File: config.mk
export PLATFORM = sky130hd
export DESIGN_NAME = oled_stream_driver
export DESIGN_NICKNAME = d
export VERILOG_FILES = /design/src/rtl/oled_stream_driver.sv
export SDC_FILE = /design/constraint.sdc
export NUM_CORES = 1
export LEC_CHECK = 0
export ABC_AREA = 1
export ABC_CLOCK_PERIOD_IN_PS = 5830
export CAP_MARGIN = 10
export CORE_UTILIZATION = 60
export CTS_CLUSTER_DIAMETER = 120
export CTS_CLUSTER_SIZE = 16
export DETAILED_ROUTE_END_ITERATION = 12
export PLACE_DENSITY = 0.82
export SYNTH_ARGS = -nofsm -noshare
export SYNTH_HDL_FRONTEND = slang
export SYNTH_SLANG_ARGS = --single-unit
File: constraint.sdc
create_clock -name clk -period 5.83 [get_ports clk]
set_input_delay 0.583 -clock clk [delete_from_list [all_inputs] [get_ports clk]]
set_output_delay 0.583 -clock clk [all_outputs]
set_load 0.01 [all_outputs]
File: src/rtl/oled_stream_driver.sv
// SSD1331 (Pmod OLEDrgb) driver: reset/power-up, 22-byte init, display-on, then continuous RGB565 SPI streaming.
// Define OLED_FRAME_SYNC_EN to add the frame_begin output (pulses when pixel_index returns to 0 in STREAM).
module oled_stream_driver #(
  parameter int CLK_DIV       = 2,
  parameter int RST_CYCLES    = 20,
  parameter int PWR_CYCLES    = 1000,
  parameter int PIXEL_LATENCY = 2,
  parameter int NUM_PIXELS    = 6144
) (
  input  logic        clk,
  input  logic        reset,
  input  logic [15:0] pixel_data,
  output logic [12:0] pixel_index,
  output logic        sample_pixel,
  output logic        ready,
  output logic        cs,
  output logic        sclk,
  output logic        sdin,
  output logic        d_cn,
  output logic        resn,
  output logic        vccen,
  output logic        pmoden
`ifdef OLED_FRAME_SYNC_EN
  ,
  output logic        frame_begin
`endif
);

  localparam int DLY_MAX = (RST_CYCLES > PWR_CYCLES) ? RST_CYCLES : PWR_CYCLES;
  localparam int DLY_W   = $clog2(DLY_MAX + 1);
  localparam int DIV_W   = (CLK_DIV > 1) ? $clog2(CLK_DIV) : 1;
  localparam int LAT_W   = $clog2(PIXEL_LATENCY + 2);

  localparam logic [2:0] S_RES_LOW  = 3'd0;
  localparam logic [2:0] S_RES_WAIT = 3'd1;
  localparam logic [2:0] S_INIT     = 3'd2;
  localparam logic [2:0] S_VCC_ON   = 3'd3;
  localparam logic [2:0] S_DISP_ON  = 3'd4;
  localparam logic [2:0] S_STREAM   = 3'd5;

  function automatic logic [7:0] init_cmd(input logic [4:0] idx);
    case (idx)
      5'd0:  init_cmd = 8'hAE;
      5'd1:  init_cmd = 8'hA0;
      5'd2:  init_cmd = 8'h72;
      5'd3:  init_cmd = 8'hA1;
      5'd4:  init_cmd = 8'h00;
      5'd5:  init_cmd = 8'hA2;
      5'd6:  init_cmd = 8'h00;
      5'd7:  init_cmd = 8'hA4;
      5'd8:  init_cmd = 8'hA8;
      5'd9:  init_cmd = 8'h3F;
      5'd10: init_cmd = 8'hAD;
      5'd11: init_cmd = 8'h8E;
      5'd12: init_cmd = 8'hB0;
      5'd13: init_cmd = 8'h0B;
      5'd14: init_cmd = 8'h81;
      5'd15: init_cmd = 8'hFF;
      5'd16: init_cmd = 8'h82;
      5'd17: init_cmd = 8'hFF;
      5'd18: init_cmd = 8'h83;
      5'd19: init_cmd = 8'hFF;
      5'd20: init_cmd = 8'h87;
      5'd21: init_cmd = 8'h06;
      default: init_cmd = 8'h00;
    endcase
  endfunction

  logic [2:0]       state_q, state_d;
  logic [DLY_W-1:0] dly_q, dly_d;
  logic [4:0]       cmd_idx_q, cmd_idx_d;
  logic [15:0]      sr_q, sr_d;
  logic [3:0]       bit_q, bit_d;
  logic [DIV_W-1:0] div_q, div_d;
  logic             sclk_q, sclk_d;
  logic             tx_busy_q, tx_busy_d;
  logic [15:0]      buf_q, buf_d;
  logic [12:0]      pix_q, pix_d;
  logic [LAT_W-1:0] lat_q, lat_d;
  logic             started_q, started_d;
  logic             frame_q, frame_d;

  logic             tx_done;
  logic             load_en;
  logic [15:0]      load_val;
  logic [3:0]       last_bit;

  always_comb begin
    state_d   = state_q;
    dly_d     = dly_q;
    cmd_idx_d = cmd_idx_q;
    sr_d      = sr_q;
    bit_d     = bit_q;
    div_d     = div_q;
    sclk_d    = sclk_q;
    tx_busy_d = tx_busy_q;
    buf_d     = buf_q;
    pix_d     = pix_q;
    lat_d     = lat_q;
    started_d = started_q;
    frame_d   = 1'b0;
    tx_done   = 1'b0;
    load_en   = 1'b0;
    load_val  = 16'h0000;
    last_bit  = (state_q == S_STREAM) ? 4'd15 : 4'd7;

    // Bit engine: sclk low half then high half; data moves only as sclk falls.
    if (tx_busy_q) begin
      if (div_q == DIV_W'(CLK_DIV - 1)) begin
        div_d = '0;
        if (!sclk_q) begin
          sclk_d = 1'b1;
        end else if (bit_q == last_bit) begin
          tx_done   = 1'b1;
          tx_busy_d = 1'b0;
        end else begin
          bit_d  = bit_q + 4'd1;
          sclk_d = 1'b0;
          sr_d   = {sr_q[14:0], 1'b0};
        end
      end else begin
        div_d = div_q + DIV_W'(1);
      end
    end

    case (state_q)
      S_RES_LOW: begin
        if (dly_q == DLY_W'(RST_CYCLES - 1)) begin
          state_d = S_RES_WAIT;
          dly_d   = '0;
        end else begin
          dly_d = dly_q + DLY_W'(1);
        end
      end
      S_RES_WAIT: begin
        if (dly_q == DLY_W'(RST_CYCLES - 1)) begin
          state_d   = S_INIT;
          dly_d     = '0;
          cmd_idx_d = 5'd0;
          load_en   = 1'b1;
          load_val  = {init_cmd(5'd0), 8'h00};
        end else begin
          dly_d = dly_q + DLY_W'(1);
        end
      end
      S_INIT: begin
        if (tx_done) begin
          if (cmd_idx_q == 5'd21) begin
            state_d = S_VCC_ON;
            dly_d   = '0;
          end else begin
            cmd_idx_d = cmd_idx_q + 5'd1;
            load_en   = 1'b1;
            load_val  = {init_cmd(cmd_idx_q + 5'd1), 8'h00};
          end
        end
      end
      S_VCC_ON: begin
        if (dly_q == DLY_W'(PWR_CYCLES - 1)) begin
          state_d  = S_DISP_ON;
          dly_d    = '0;
          load_en  = 1'b1;
          load_val = 16'hAF00;
        end else begin
          dly_d = dly_q + DLY_W'(1);
        end
      end
      S_DISP_ON: begin
        if (tx_done) begin
          state_d   = S_STREAM;
          pix_d     = 13'd0;
          lat_d     = '0;
          started_d = 1'b0;
          frame_d   = 1'b1;
        end
      end
      S_STREAM: begin
        if (lat_q != LAT_W'(PIXEL_LATENCY + 1)) lat_d = lat_q + LAT_W'(1);
        if (lat_q == LAT_W'(PIXEL_LATENCY)) buf_d = pixel_data;
        // The buffer always holds the pixel for the word about to start, so word N carries index N.
        if ((!started_q && lat_q == LAT_W'(PIXEL_LATENCY + 1)) || tx_done) begin
          load_en   = 1'b1;
          load_val  = buf_q;
          started_d = 1'b1;
          lat_d     = '0;
          pix_d     = (pix_q == 13'(NUM_PIXELS - 1)) ? 13'd0 : pix_q + 13'd1;
          frame_d   = (pix_q == 13'(NUM_PIXELS - 1));
        end
      end
      default: state_d = S_RES_LOW;
    endcase

    if (load_en) begin
      sr_d      = load_val;
      bit_d     = 4'd0;
      div_d     = '0;
      sclk_d    = 1'b0;
      tx_busy_d = 1'b1;
    end
  end

  always_ff @(posedge clk) begin
    if (reset) begin
      state_q   <= S_RES_LOW;
      dly_q     <= '0;
      cmd_idx_q <= 5'd0;
      sr_q      <= 16'h0000;
      bit_q     <= 4'd0;
      div_q     <= '0;
      sclk_q    <= 1'b1;
      tx_busy_q <= 1'b0;
      buf_q     <= 16'h0000;
      pix_q     <= 13'd0;
      lat_q     <= '0;
      started_q <= 1'b0;
      frame_q   <= 1'b0;
    end else begin
      state_q   <= state_d;
      dly_q     <= dly_d;
      cmd_idx_q <= cmd_idx_d;
      sr_q      <= sr_d;
      bit_q     <= bit_d;
      div_q     <= div_d;
      sclk_q    <= sclk_d;
      tx_busy_q <= tx_busy_d;
      buf_q     <= buf_d;
      pix_q     <= pix_d;
      lat_q     <= lat_d;
      started_q <= started_d;
      frame_q   <= frame_d;
    end
  end

  assign pixel_index  = pix_q;
  assign sample_pixel = (state_q == S_STREAM) && (lat_q == LAT_W'(PIXEL_LATENCY));
  assign ready        = (state_q == S_STREAM);
  assign cs           = !((state_q == S_INIT) || (state_q == S_DISP_ON) || (state_q == S_STREAM));
  assign sclk         = sclk_q;
  assign sdin         = sr_q[15];
  assign d_cn         = (state_q == S_STREAM);
  assign resn         = (state_q != S_RES_LOW);
  assign vccen        = (state_q == S_VCC_ON) || (state_q == S_DISP_ON) || (state_q == S_STREAM);
  assign pmoden       = 1'b1;
`ifdef OLED_FRAME_SYNC_EN
  assign frame_begin  = frame_q;
`else
  logic unused_frame;
  assign unused_frame = frame_q;
`endif

endmodule
; ---- Word-level counts from Yosys, hierarchy flattened
; Memory sizes are Yosys's and may differ from the RTL's.
; Index checks and enable logic that the tools add are counted.
[op_classes]
n_addsub = 6
bitwise = 2
mux = 59
n_reduce_logical = 28
n_eq_ne = 23
[op_table]
columns = operator, n
row1 = 16-bit 2-to-1 mux, 10
row2 = 16-bit one-hot mux with 4 select lines, 1
row3 = 10-bit 2-to-1 mux, 4
row4 = 13-bit 2-to-1 mux, 3
row5 = 10-bit one-hot mux with 3 select lines, 1
row6 = 13-bit one-hot mux with 2 select lines, 1
row7 = 1-bit 2-to-1 mux, 21
row8 = 3-bit 2-to-1 mux, 6
row9 = 2-bit != test (second input constant), 9
row10 = 3-bit one-hot mux with 6 select lines, 1
row11 = 5-bit 2-to-1 mux, 3
row12 = 13-bit by 1-bit adder with 13-bit output (second input constant), 1
row13 = 13-bit == test (second input constant), 1
row14 = 4-bit AND reduction, 3
row15 = 10-bit by 1-bit adder with 10-bit output (second input constant), 1
row16 = 10-bit == test (second input constant), 1
row17 = 10-bit by 5-bit == test with 1-bit output (second input constant), 1
row18 = 5-bit one-hot mux with 2 select lines, 1
row19 = 2-bit nonzero test, 5
row20 = 3-bit AND reduction, 3
row21 = 7-bit AND reduction, 1
row22 = 3-bit by 2-bit == test with 1-bit output (second input constant), 2
row23 = 3-bit == test (second input constant), 2
row24 = 2-bit 2-to-1 mux, 3
row25 = other kinds (22), 33
[totals]
mem_bits_ro = 256
register_bits = 73
inputBits = 18
out_inout_bits = 22
memories = 1
[mem_list]
columns = memory, words, word_bits, read_ports, rd_ports_with_merged_regs, wr, line_no
row1 = (name not given), 32, 8, 1, 0, 0, 42  ; case (idx)

; ---- Longest topological paths before layout
; Gate-level depths: netlist (run 1).
[logic_depth]
ltp_word = 12
depth_mapped = 15
ltp_nobuf = 15

; ---- Least setup slack after synthesis (run 1)
; OpenSTA, ideal clock, no wires.
[synth_path]
path_kind = flip-flop to flip-flop
from = register cmd_idx_q[1]
to = register sr_q[10]
period_less_slack_ps = 2017
path_buffers = 1
setup_time_ps = 110
setup_slack_ps = 3813
arrival_time_ps = 1908
stages_incl_launch_ff = 16
path_cell_list = dfxtp_1 -> ha_1 -> inv_1 -> ha_1 -> clkbuf_1 -> o21ai_0 -> nand2_1 -> nand2_1 -> nand2_1 -> inv_1 -> nand2_1 -> nand2_1 -> nor2_1 -> nand3_1 -> nand2_1 -> inv_1
[synth_via]
elab_chain_len = 6
elab_cells_between_ends = 15
[synth_rtl]
columns = element, line_no
row1 = from (decl), 71  ; logic [4:0] cmd_idx_q, cmd_idx_d;
row2 = from (signal assigned), 220  ; cmd_idx_q <= cmd_idx_d;
row3 = 5-bit by 1-bit adder with 5-bit output or 5-bit == test (tied branches), "154, 148"
row4 = memory 32 x 8 bit or 1-bit 2-to-1 mux (tied branches), -
row5 = 16-bit 2-to-1 mux or 1-bit 2-to-1 mux (tied branches), "148, 147"
row6 = 16-bit 2-to-1 mux or 1-bit one-hot mux with 4 select lines (tied branches), "147, 126"
row7 = "16-bit one-hot mux with 4 select lines, or another cell as far along", 126  ; case (state_q)
row8 = 16-bit 2-to-1 mux or 4-bit AND reduction (tied branches), -
row9 = to (signal assigned), 221  ; sr_q <= sr_d;
row10 = to (decl), 72  ; logic [15:0] sr_q, sr_d;
; Parallel ways exist; a longest one is shown, timed or not.
; A chain may end at the register's enable or synchronous reset.

; ---- Final worst setup path (run 1)
[layout_path]
from = register state_q[0]
to = output sample_pixel
[layout_via]
elab_chain_len = 2
[layout_rtl]
columns = element, line_no
row1 = from (decl), 69  ; logic [2:0] state_q, state_d;
row2 = from (signal assigned), 218  ; state_q <= state_d;
row3 = 3-bit == test, 235  ; assign sample_pixel = (state_q == S_STREAM) && (lat_q == LAT_W'(PIXEL_LATENCY));
row4 = 1-bit logical AND, 235
row5 = to (decl), 14  ; output logic sample_pixel,
; No other way between the ends.

==> results of run 1 <==
==> power by group through the flow <==
stage | registers [mW] | clock network (mW) | logic [mW]
final | 0.502 | 0.398 | 0.0279
after global routing | 0.503 | 0.422 | 0.0304
after CTS | 0.502 | 0.402 | 0.0279
after detailed placement | 0.514 | 0 | 0.0279
after global placement | 0.514 | 0 | 0.0275
after floorplan | 0.513 | 0 | 0.0134
==> worst register-to-register path: stages, from the launching register on <==
cell     delay (ps)
dfxtp_1         490
ha_1            340
inv_1            90
ha_1            470
inv_1           170
ha_1            310
o21ai_0         140
o21ai_0         100
nand2_1          90
nand3_1          90
nor2_1          100
nor2_1           40
==> logic make-up (layout without fill, tap and decap cells) <==
group / count (synthesis) / in the layout
compound gates: 116 / 116
xor+xnor: 4 / 4
fa+ha+maj: 15 / 15
buf+inv: 103 / 136
flops: 73 / 73
other cells: 1 / 1
simple gates: 357 / 357
==> cells in the mapped netlist, drive strengths merged <==
master	instances
nor3b	3
buf	12
clkinv	1
nor4	1
xor2	4
inv	80
nor3	15
a21o	1
ha	15
o211ai	2
a211oi	5
or2	6
nand2	189
nor2	69
or3	1
o22ai	1
o21bai	1
o21ai	50
a21oi	56
nand3b	5
clkbuf	10
nand4	17
dfxtp	73
nand3	51
conb	1
==> sequential cells by signal (all words and copies together) (netlist names) <==
signal / cells
sr_q: 16
tx_busy_q: 1
cmd_idx_q: 5
sclk: 1
state_q: 3
pixel_index: 13
started_q: 1
lat_q: 2
dly_q: 10
buf_q: 16
div_q: 1
bit_q: 4
==> worst max-delay path by stage <==
stage            startpoint            to  slack, ps  cells past startpoint
2_1_floorplan  cmd_idx_q[1]      sr_q[10]       3810                     15
3_3_place_gp     state_q[0]  sample_pixel       3000                      5
3_5_place_dp     state_q[0]  sample_pixel       2850                      5
4_1_cts          state_q[0]  sample_pixel       2470                      5
5_1_grt          state_q[0]  sample_pixel       2260                      5
6_report         state_q[0]  sample_pixel       2470                      5
==> through the flow <==
stage / cell area (µm²) / setup WS, ps
after floorplan: 4424 / 3813
after global placement: 4793 / 3002
after detailed placement: 4793 / 2847
after CTS: 4987 / 2470
after global routing: 4987 / 2256
final: 4987 / 2472
==> layout make-up <==
cell class | instances | area [µm²]
clock inverter | 6 | 66.31
fill | 600 | 1957
inverter | 81 | 305.3
timing repair buffer | 39 | 387.9
clock buffer | 10 | 127.6
tap | 96 | 120.1
multi-input combinational | 493 | 2519
sequential | 73 | 1461
==> metal layers <==
| metal | up-vias | wire length, µm |
|---|---|---|
| met5 | - | 0 |
| met4 | 0 | 160 |
| met3 | 20 | 500 |
| met2 | 111 | 4905 |
| met1 | 1977 | 4898 |
| li1 | 2219 | - |
==> results.yml, run 1 <==
outcome:
  outcome: "completed"
critical_path:
  required_ps: 5250
  crit_path_end_kind: "primary output"
  critPathMostFrequentCell: "inv_1"
  crit_family: "buffers and inverters"
  cp_cell_sequence: "nand3_4, inv_1, nand2_1, inv_1, clkdlybuf4s50_1"
  crit_buf_inv: 3
  cp_slowest_stage_delay_ps: 610
  regToRegSetupSlack_ps: 3300
  worstReg2RegStart: "cmd_idx_q[1]"
  critical_path_class: "reg -> out"
  critPathMaxFanout: 21
  cp_slowest_cell: "clkdlybuf4s50_1"
  cp_data_arrival_time_ps: 2780
  reg2reg_to: "sr_q[8]"
  start_kind: "flop"
  rr_worst_depth: 11
logic_synthesis:
  synth_cell_types: 42
  synth_adder_area_share_pct: 4.242
  yosys.area_share.xor_xnor_pct: 0.7919
  synthMuxAreaShare_pct: 0
  synth_top_area_cell: "dfxtp_1"
  yosysWarningCount: 0
  synth-seq-area-share_pct: 33.03
  yosysTopAreaCellShare_pct: 33.03
  synth.area.top_cells: "dfxtp_1 (33%), nand2_1 (15%), a21oi_1 (6.2%)"
  syn_avg_cell_area_um2: 6.613
  synth_top_family_by_area: "simple AND/OR/NAND/NOR gates"
  ys_ff_latch: 73
  synthSimpleGateAreaFrac_pct: 37.30
  synth_compound_area_share_pct: 14.51
  synth_nets: 702
  synthCells: 669
  synth_area_um2: 4424
place:
  io_buffers: 38
  hpwlAfterDp_mm: 7.371
  gp_routability_congestion: 0.8887
  post-place-cells: 782
grt:
  grtUsageMet2_pct: 47.57
  grt_pass1_vias: 3911
  grt_max_degree: 39
  globalRouteOverflowTotal: 0
  grt_usage_pct: 28.24
  grtUsageMet3_pct: 5.938
  grt_pass1_wl_mm: 17.30
  met1_usage_pct: 36.18
  antenna_found_initial: 0
  grt.busiest_layer: "met2"
clock_tree:
  numCtsBuffers: 9
  cts_tree: "yes"
  clk_pin_slew_ps: 80
  clk_path_buf_depth: 2
  ctsResizeCount: 0
  hold_buffers: 0
  htree_levels: 3
  root_buffer: "clkbuf_8"
  clkSinkCount: 73
  insertion_delay_ps: 350
  postCtsSetupRepairBufs: 0
min_path:
  hold_start: "buf_q[9]"
  hold_path_depth: 2
  hold_class: "reg -> reg"
  hold_path_end: "buf_q[9]"
routing:
  wirelength_mm: 10.46
  drc: 0
  via_per_inst: 5.422
  vias: 4327
  avgRoutedWirePerCell_um: 13.11
  ant_nets: 0
  dr.pass1.iters: 5
  drt_iter0_drc: 227
floorplanning:
  die_area_um2: 7721
  boundaryPins: 40
  core-area_um2: 6944
  die-width_um: 87.87
  rows: 30
  start_util_pct: 63.71
  die_h_um: 87.87
sta:
  tightest_slew_ps: 823.6
  fmaxAchievable_ghz: 0.2978
  holdWs_ps: 462.5
  fin_tns_setup_ps: 0
  slew_headroom_pct: 44.96
  finalSetupViolations: 0
  slew_viol_final: 0
  final_hold_viol_count: 0
  post-route-period-util_pct: 57.61
  fin_crit_ps: 3358
  skew_ps: 9.270
  rsz0062_at_grt: "false"
cells_and_area:
  nNetsFinal: 730
  layoutNonFillerInstCount: 798
  drive_gt1_share_pct: 9.687
  fin_util_pct: 71.82
  area_delta_synth_final_pct: 12.73
  diodes: 0
  final_common_cell: "nand2_1"
  final_cell_mix: "nand2_1 (174), dfxtp_1 (73), inv_1 (67)"
power:
  clkPwrFrac_pct: 42.9
  p_int_uw: 712.1
  p_sw_uw: 216.3
  power_leakage_nw: 2.095
  max-vdd-ir-drop_mv: 0.09968
  combPwrFrac_pct: 3.0
  powerDensity_nw_per_um2: 186.1
  pwr-share-seq_pct: 54.1
  swShare_pct: 23.30
  power_uw: 928.4
flow_run:
  drv_cap: 0
No activity file was read; power rests on OpenSTA's default activity.
==> run 2, diff against run 1 <==
--- a/config.mk
+++ b/config.mk
@@ -6,13 +6,13 @@
 export NUM_CORES = 1
 export LEC_CHECK = 0
 export ABC_AREA = 1
-export ABC_CLOCK_PERIOD_IN_PS = 5830
+export ABC_CLOCK_PERIOD_IN_PS = 3500
 export CAP_MARGIN = 10
-export CORE_UTILIZATION = 60
+export CORE_UTILIZATION = 58
 export CTS_CLUSTER_DIAMETER = 120
 export CTS_CLUSTER_SIZE = 16
 export DETAILED_ROUTE_END_ITERATION = 12
-export PLACE_DENSITY = 0.82
+export PLACE_DENSITY = 0.79
 export SYNTH_ARGS = -nofsm -noshare
 export SYNTH_HDL_FRONTEND = slang
 export SYNTH_SLANG_ARGS = --single-unit
==> constraint.sdc (replaced) <==
create_clock -name clk -period 3.5 [get_ports clk]
set_input_delay 0.35 -clock clk [delete_from_list [all_inputs] [get_ports clk]]
set_output_delay 0.35 -clock clk [all_outputs]
set_load 0.01 [all_outputs]
==> run 2 against run 1 <==
  * Wire length down 2.0%
  * Clock skew increased by 4.8 ps
  * Via count shrank 1.2%
  * Worst hold slack worse by 5.0 ps
  * Power up 70%
  * Highest routed layer unchanged
==> results.yml, run 2 (same netlist as run 1, synthesis figures left out) <==
outcome:
  outcome: "completed"
sta:
  fmaxAchievable_ghz: 0.3736
  skew_ps: 14.05
  slew_headroom_pct: 41.10
  holdWs_ps: 457.6
  slew_viol_final: 0
  fin_crit_ps: 2677
  rsz0062_at_grt: "false"
  finalSetupViolations: 0
  final_hold_viol_count: 0
  tightest_slew_ps: 882.6
  post-route-period-util_pct: 76.47
  fin_tns_setup_ps: 0
clock_tree:
  numCtsBuffers: 9
  hold_buffers: 0
  clkSinkCount: 73
  postCtsSetupRepairBufs: 0
  cts_tree: "yes"
  clk_pin_slew_ps: 90
  ctsResizeCount: 0
  clk_path_buf_depth: 2
  root_buffer: "clkbuf_8"
  htree_levels: 3
  insertion_delay_ps: 350
critical_path:
  reg2reg_to: "sr_q[8]"
  cp_slowest_stage_delay_ps: 600
  cp_cell_sequence: "nand3_4, inv_1, nand2_1, inv_1, clkdlybuf4s50_1"
  critical_path_class: "reg -> out"
  start_kind: "flop"
  crit_path_end_kind: "primary output"
  critPathMaxFanout: 13
  critPathMostFrequentCell: "inv_1"
  required_ps: 3150
  rr_worst_depth: 11
  cp_slowest_cell: "clkdlybuf4s50_1"
  regToRegSetupSlack_ps: 1040
  worstReg2RegStart: "cmd_idx_q[1]"
  cp_data_arrival_time_ps: 2330
cells_and_area:
  diodes: 0
  final_cell_mix: "nand2_1 (174), dfxtp_1 (73), inv_1 (67)"
  final_common_cell: "nand2_1"
  nNetsFinal: 731
  area_delta_synth_final_pct: 13.18
  drive_gt1_share_pct: 9.957
  fin_util_pct: 68.31
power:
  clkPwrFrac_pct: 44.0
  pwr-share-seq_pct: 53.1
  max-vdd-ir-drop_mv: 0.2223
  combPwrFrac_pct: 3.0
  p_sw_uw: 384.4
  powerDensity_nw_per_um2: 314.9
  power_mw: 1.577
  swShare_pct: 24.38
  power_leakage_nw: 2.108
  p_int_mw: 1.193
floorplanning:
  die-width_um: 89.34
  start_util_pct: 60.35
  boundaryPins: 40
  die_area_um2: 7982
  die_h_um: 89.34
  rows: 31
  core-area_um2: 7331
routing:
  drt_iter0_drc: 212
  ant_nets: 0
  dr.pass1.iters: 6
  drc: 0
  via_per_inst: 5.333
  wirelength_mm: 10.25
  vias: 4277
  avgRoutedWirePerCell_um: 12.78
place:
  io_buffers: 38
  gp_routability_congestion: 0.9460
  hpwlAfterDp_mm: 7.363
grt:
  grt_max_degree: 38
  grt_usage_pct: 26.70
  grt_pass1_wl_mm: 16.88
  antenna_found_initial: 0
  globalRouteOverflowTotal: 0
  grt_pass1_vias: 3805
min_path:
  hold_class: "reg -> reg"
  hold_path_depth: 2
  hold_start: "buf_q[10]"
  hold_path_end: "buf_q[10]"
flow_run:
  drv_cap: 0
==> run 2: worst max-delay path: cells and delay by family (launching register included) <==
family                 cells  cell delay, ps
AND/OR/NAND/NOR            2             280
flip-flops                 1             560
buffers and inverters      3            1150
==> run 2: metrics by stage <==
| step | instances | setup slack, ps | area (µm²) |
|---|---|---|---|
| 2_1_floorplan | 669 | 1483 | 4424 |
| 3_3_place_gp | 786 | 1192 | 4805 |
| 3_5_place_dp | 786 | 1084 | 4805 |
| 4_1_cts | 802 | 819.5 | 5007 |
| 5_1_grt | 802 | 651.2 | 5007 |
| 6_report | 802 | 823.5 | 5007 |
==> run 2: worst max-delay path by stage <==
stage                      start      endpoint  slack, ps  cells after the start
floorplan           cmd_idx_q[1]      sr_q[10]       1480                     15
detailed placement  cmd_idx_q[1]       sr_q[8]       1080                     11
CTS                   state_q[0]  sample_pixel        820                      5
finish                state_q[0]  sample_pixel        820                      5
global route          state_q[0]  sample_pixel        650                      5
global placement    cmd_idx_q[1]       sr_q[8]       1190                     11
==> run 2: area by class of cell <==
| cell class | count | area (µm²) |
|---|---|---|
| Inverter | 81 | 305.3 |
| Clock inverter | 7 | 78.83 |
| Timing Repair Buffer | 40 | 395.4 |
| Sequential cell | 73 | 1461 |
| Fill cell | 662 | 2323 |
| Clock buffer | 9 | 123.9 |
| Tap cell | 99 | 123.9 |
| Multi-Input combinational cell | 493 | 2519 |
==> run 2: power groups by stage <==
| stage | combinational (mW) | clock, mW | sequential [mW] |
|---|---|---|---|
| 2_1_floorplan | 0.0223 | 0 | 0.855 |
| 3_3_place_gp | 0.0464 | 0 | 0.856 |
| 3_5_place_dp | 0.0468 | 0 | 0.856 |
| 4_1_cts | 0.0466 | 0.701 | 0.837 |
| 5_1_grt | 0.0509 | 0.737 | 0.837 |
| 6_report | 0.0468 | 0.694 | 0.837 |
==> run 2: metal layers <==
metal  share of wire [%]  vias to the layer above  global-route usage, %  wire length, µm
li1                    -                     2222                      -                -
met1                  48                     1951                  35.52             4923
met2                  47                       88                  45.11             4835
met3                 3.5                       16                  4.063              361
met4                 1.3                        0                  7.215              131
met5                   0                        -                      0                0
==> RTL change: new RTL, config.mk and constraints of run 2 <==
Make the reset (`reset`) asynchronous in one clocked block.
--- a/src/rtl/oled_stream_driver.sv
+++ b/src/rtl/oled_stream_driver.sv
@@ -199,7 +199,7 @@
     end
   end
 
-  always_ff @(posedge clk) begin
+  always_ff @(posedge clk or posedge reset) begin
     if (reset) begin
       state_q   <= S_RES_LOW;
       dly_q     <= '0;
Check against the original RTL: same outputs for any inputs over 10 cycles, from zero or initial values and one cycle with reset high; that may be too few to reach the edited logic, so the function may still have changed.
==> RTL change against run 2 <==
- area after synthesis increased by 2.5%
- critical path type unchanged
- sequential cell count stayed put
- final area increased by 2.8%
- wire length decreased by 3.8%
- setup slack lost 0.067 ns
- highest routed layer unchanged
- die area up 2.4%
- utilization increased by 1.2 points
- sequential share of layout area increased by 6.3 points
- power up 1.7%
==> RTL change: results (changes against run 2) <==
status:
  outcome: "completed"
timing:
  setup_violations: 0  # unchanged
  hold_ws_ns: 0.436  # -0.0213 ns
  worst_clock_skew_ns: 0.0101  # -0.00395 ns
  relSlewSlack: 0.525  # +0.114
  min_period_over_period: 0.784  # +0.0191
synth:
  synth_common_cells: "187 x nand2_1, 72 x dfrtp_1, 64 x inv_1, 53 x nor2_1"
  yosys_warnings: 0  # unchanged
  synth.distinct_cells: 44  # +4.8%
  dominantRegCellSynth: "dfrtp_1"
  synthArstFlopShare: 1.00  # +1.00
  yosysSeqAreaShare: 0.403  # +0.0728
  synthCells: 615  # -8.1%
  synthTopCellsByArea: "dfrtp_1 40%, nand2_1 15%, inv_1 5.3%"
  syn-num-nets: 648  # -7.7%
global_routing:
  first_global_vias: 3827  # +0.58%
  grt_max_degree: 34  # -11%
  track_usage: 0.260  # -0.00664
  grt.overflow.total: 0  # unchanged
  antenna_found_initial: 0  # unchanged
  grt_pass1_wl_um: 17300  # +2.6%
job:
  max_cap_viol_count: 0  # unchanged
detailed_routing:
  via_per_inst: 5.42  # +1.7%
  initialDrtViolationCount: 262  # +24%
  wl_per_cell_um: 13.1  # +2.6%
  dr.pass1.iters: 5  # -1
  routed-via-count: 4079  # -4.6%
power_and_ir_drop:
  p_switching_uw: 341  # -11%
  p_leak_nw: 2.41  # +14%
  peakVddDrop_v: 0.000195  # -12%
worst_hold_path:
  hp-class: "primary input to async pin"
worst_setup_path:
  cp-endpoint: "sample_pixel"
  r2r_cells: 11  # unchanged
  reg2reg_to: "sr_q[8]"
  r2r_slack_ns: 0.95  # -0.09 ns
  cp_max_fo: 11  # -2
  crit_start: "state_q[1]"
  crit_arrival_ns: 2.39  # +0.06 ns
  crit-reg2reg-launch: "cmd_idx_q[0]"
placement:
  pre_cts_ws_ns: 1.07  # -0.0155 ns
  dpl_cell_area_mm2: 0.00494  # +2.7%
  io_buffer_count: 38  # unchanged
  dp_hpwl_um: 7080  # -3.9%
  gp_congestion: 0.915  # -3.3%
  place_inst: 736  # -6.4%
cells_and_area:
  drive_above_1_share: 0.0750  # -0.0245
  diodes: 0  # unchanged
  nets: 681  # -6.8%
clocking:
  post_cts_buffers: 0  # unchanged
  cts-root-buf: "clkbuf_8"
  htreeDepth: 3  # unchanged
  clock_path_buffers: 2  # unchanged
  cts_resized: 0  # unchanged
-- RTL change: how the worst min path moves through the flow --
| stage | start | end | cells past startpoint |
|---|---|---|---|
| after detailed placement | buf_q[2] | buf_q[2] | 2 |
| after CTS | reset | buf_q[2] | 2 |
| after global routing | reset | dly_q[4] | 2 |
| after global placement | started_q | started_q | 2 |
| final | reset | started_q | 2 |
| after floorplan | started_q | started_q | 2 |
-- RTL change: power by group through the flow --
stage,registers (mW),clock network (mW),logic (mW)
after global placement,0.859,0,0.0383
after global routing,0.843,0.773,0.0424
after floorplan,0.859,0,0.0136
after detailed placement,0.859,0,0.0387
after CTS,0.843,0.737,0.0387
final,0.843,0.724,0.0371
-- RTL change: cell families after synthesis --
kind of cell	after synthesis	synth area share
and+or+nand+nor	338	0.340
DFF	73	0.403
adders and majority gates	15	0.0414
other	1	0.000827
buffers and inverters	90	0.0864
AOI/OAI and AO/OA	85	0.103
xor gates and xnor gates	13	0.0251
-- RTL change: worst max-delay path, stage by stage (launching register included) --
cell	delay, ns
dfrtp_1	0.49
inv_2	0.12
nand3_2	0.14
inv_1	0.24
nand2_1	0.34
inv_1	0.17
clkdlybuf4s50_1	0.55
-- RTL change: area by class of cell --
class / count / area (µm²)
clock buffers: 11 / 131
clock inverters: 5 / 81.3
fillers: 615 / 2260
inverters: 71 / 267
multi-input cells: 452 / 2310
flip-flops and latches: 73 / 1830
well taps: 99 / 124
repair buffers: 41 / 403
-- RTL change: routing by layer --
| layer | GRT usage | share of wire | up-vias |
|---|---|---|---|
| li1 | - | - | 2043 |
| met1 | 0.362 | 0.48 | 1912 |
| met2 | 0.422 | 0.47 | 112 |
| met3 | 0.0429 | 0.043 | 12 |
| met4 | 0.0712 | 0.010 | 0 |
| met5 | 0 | 0 | - |
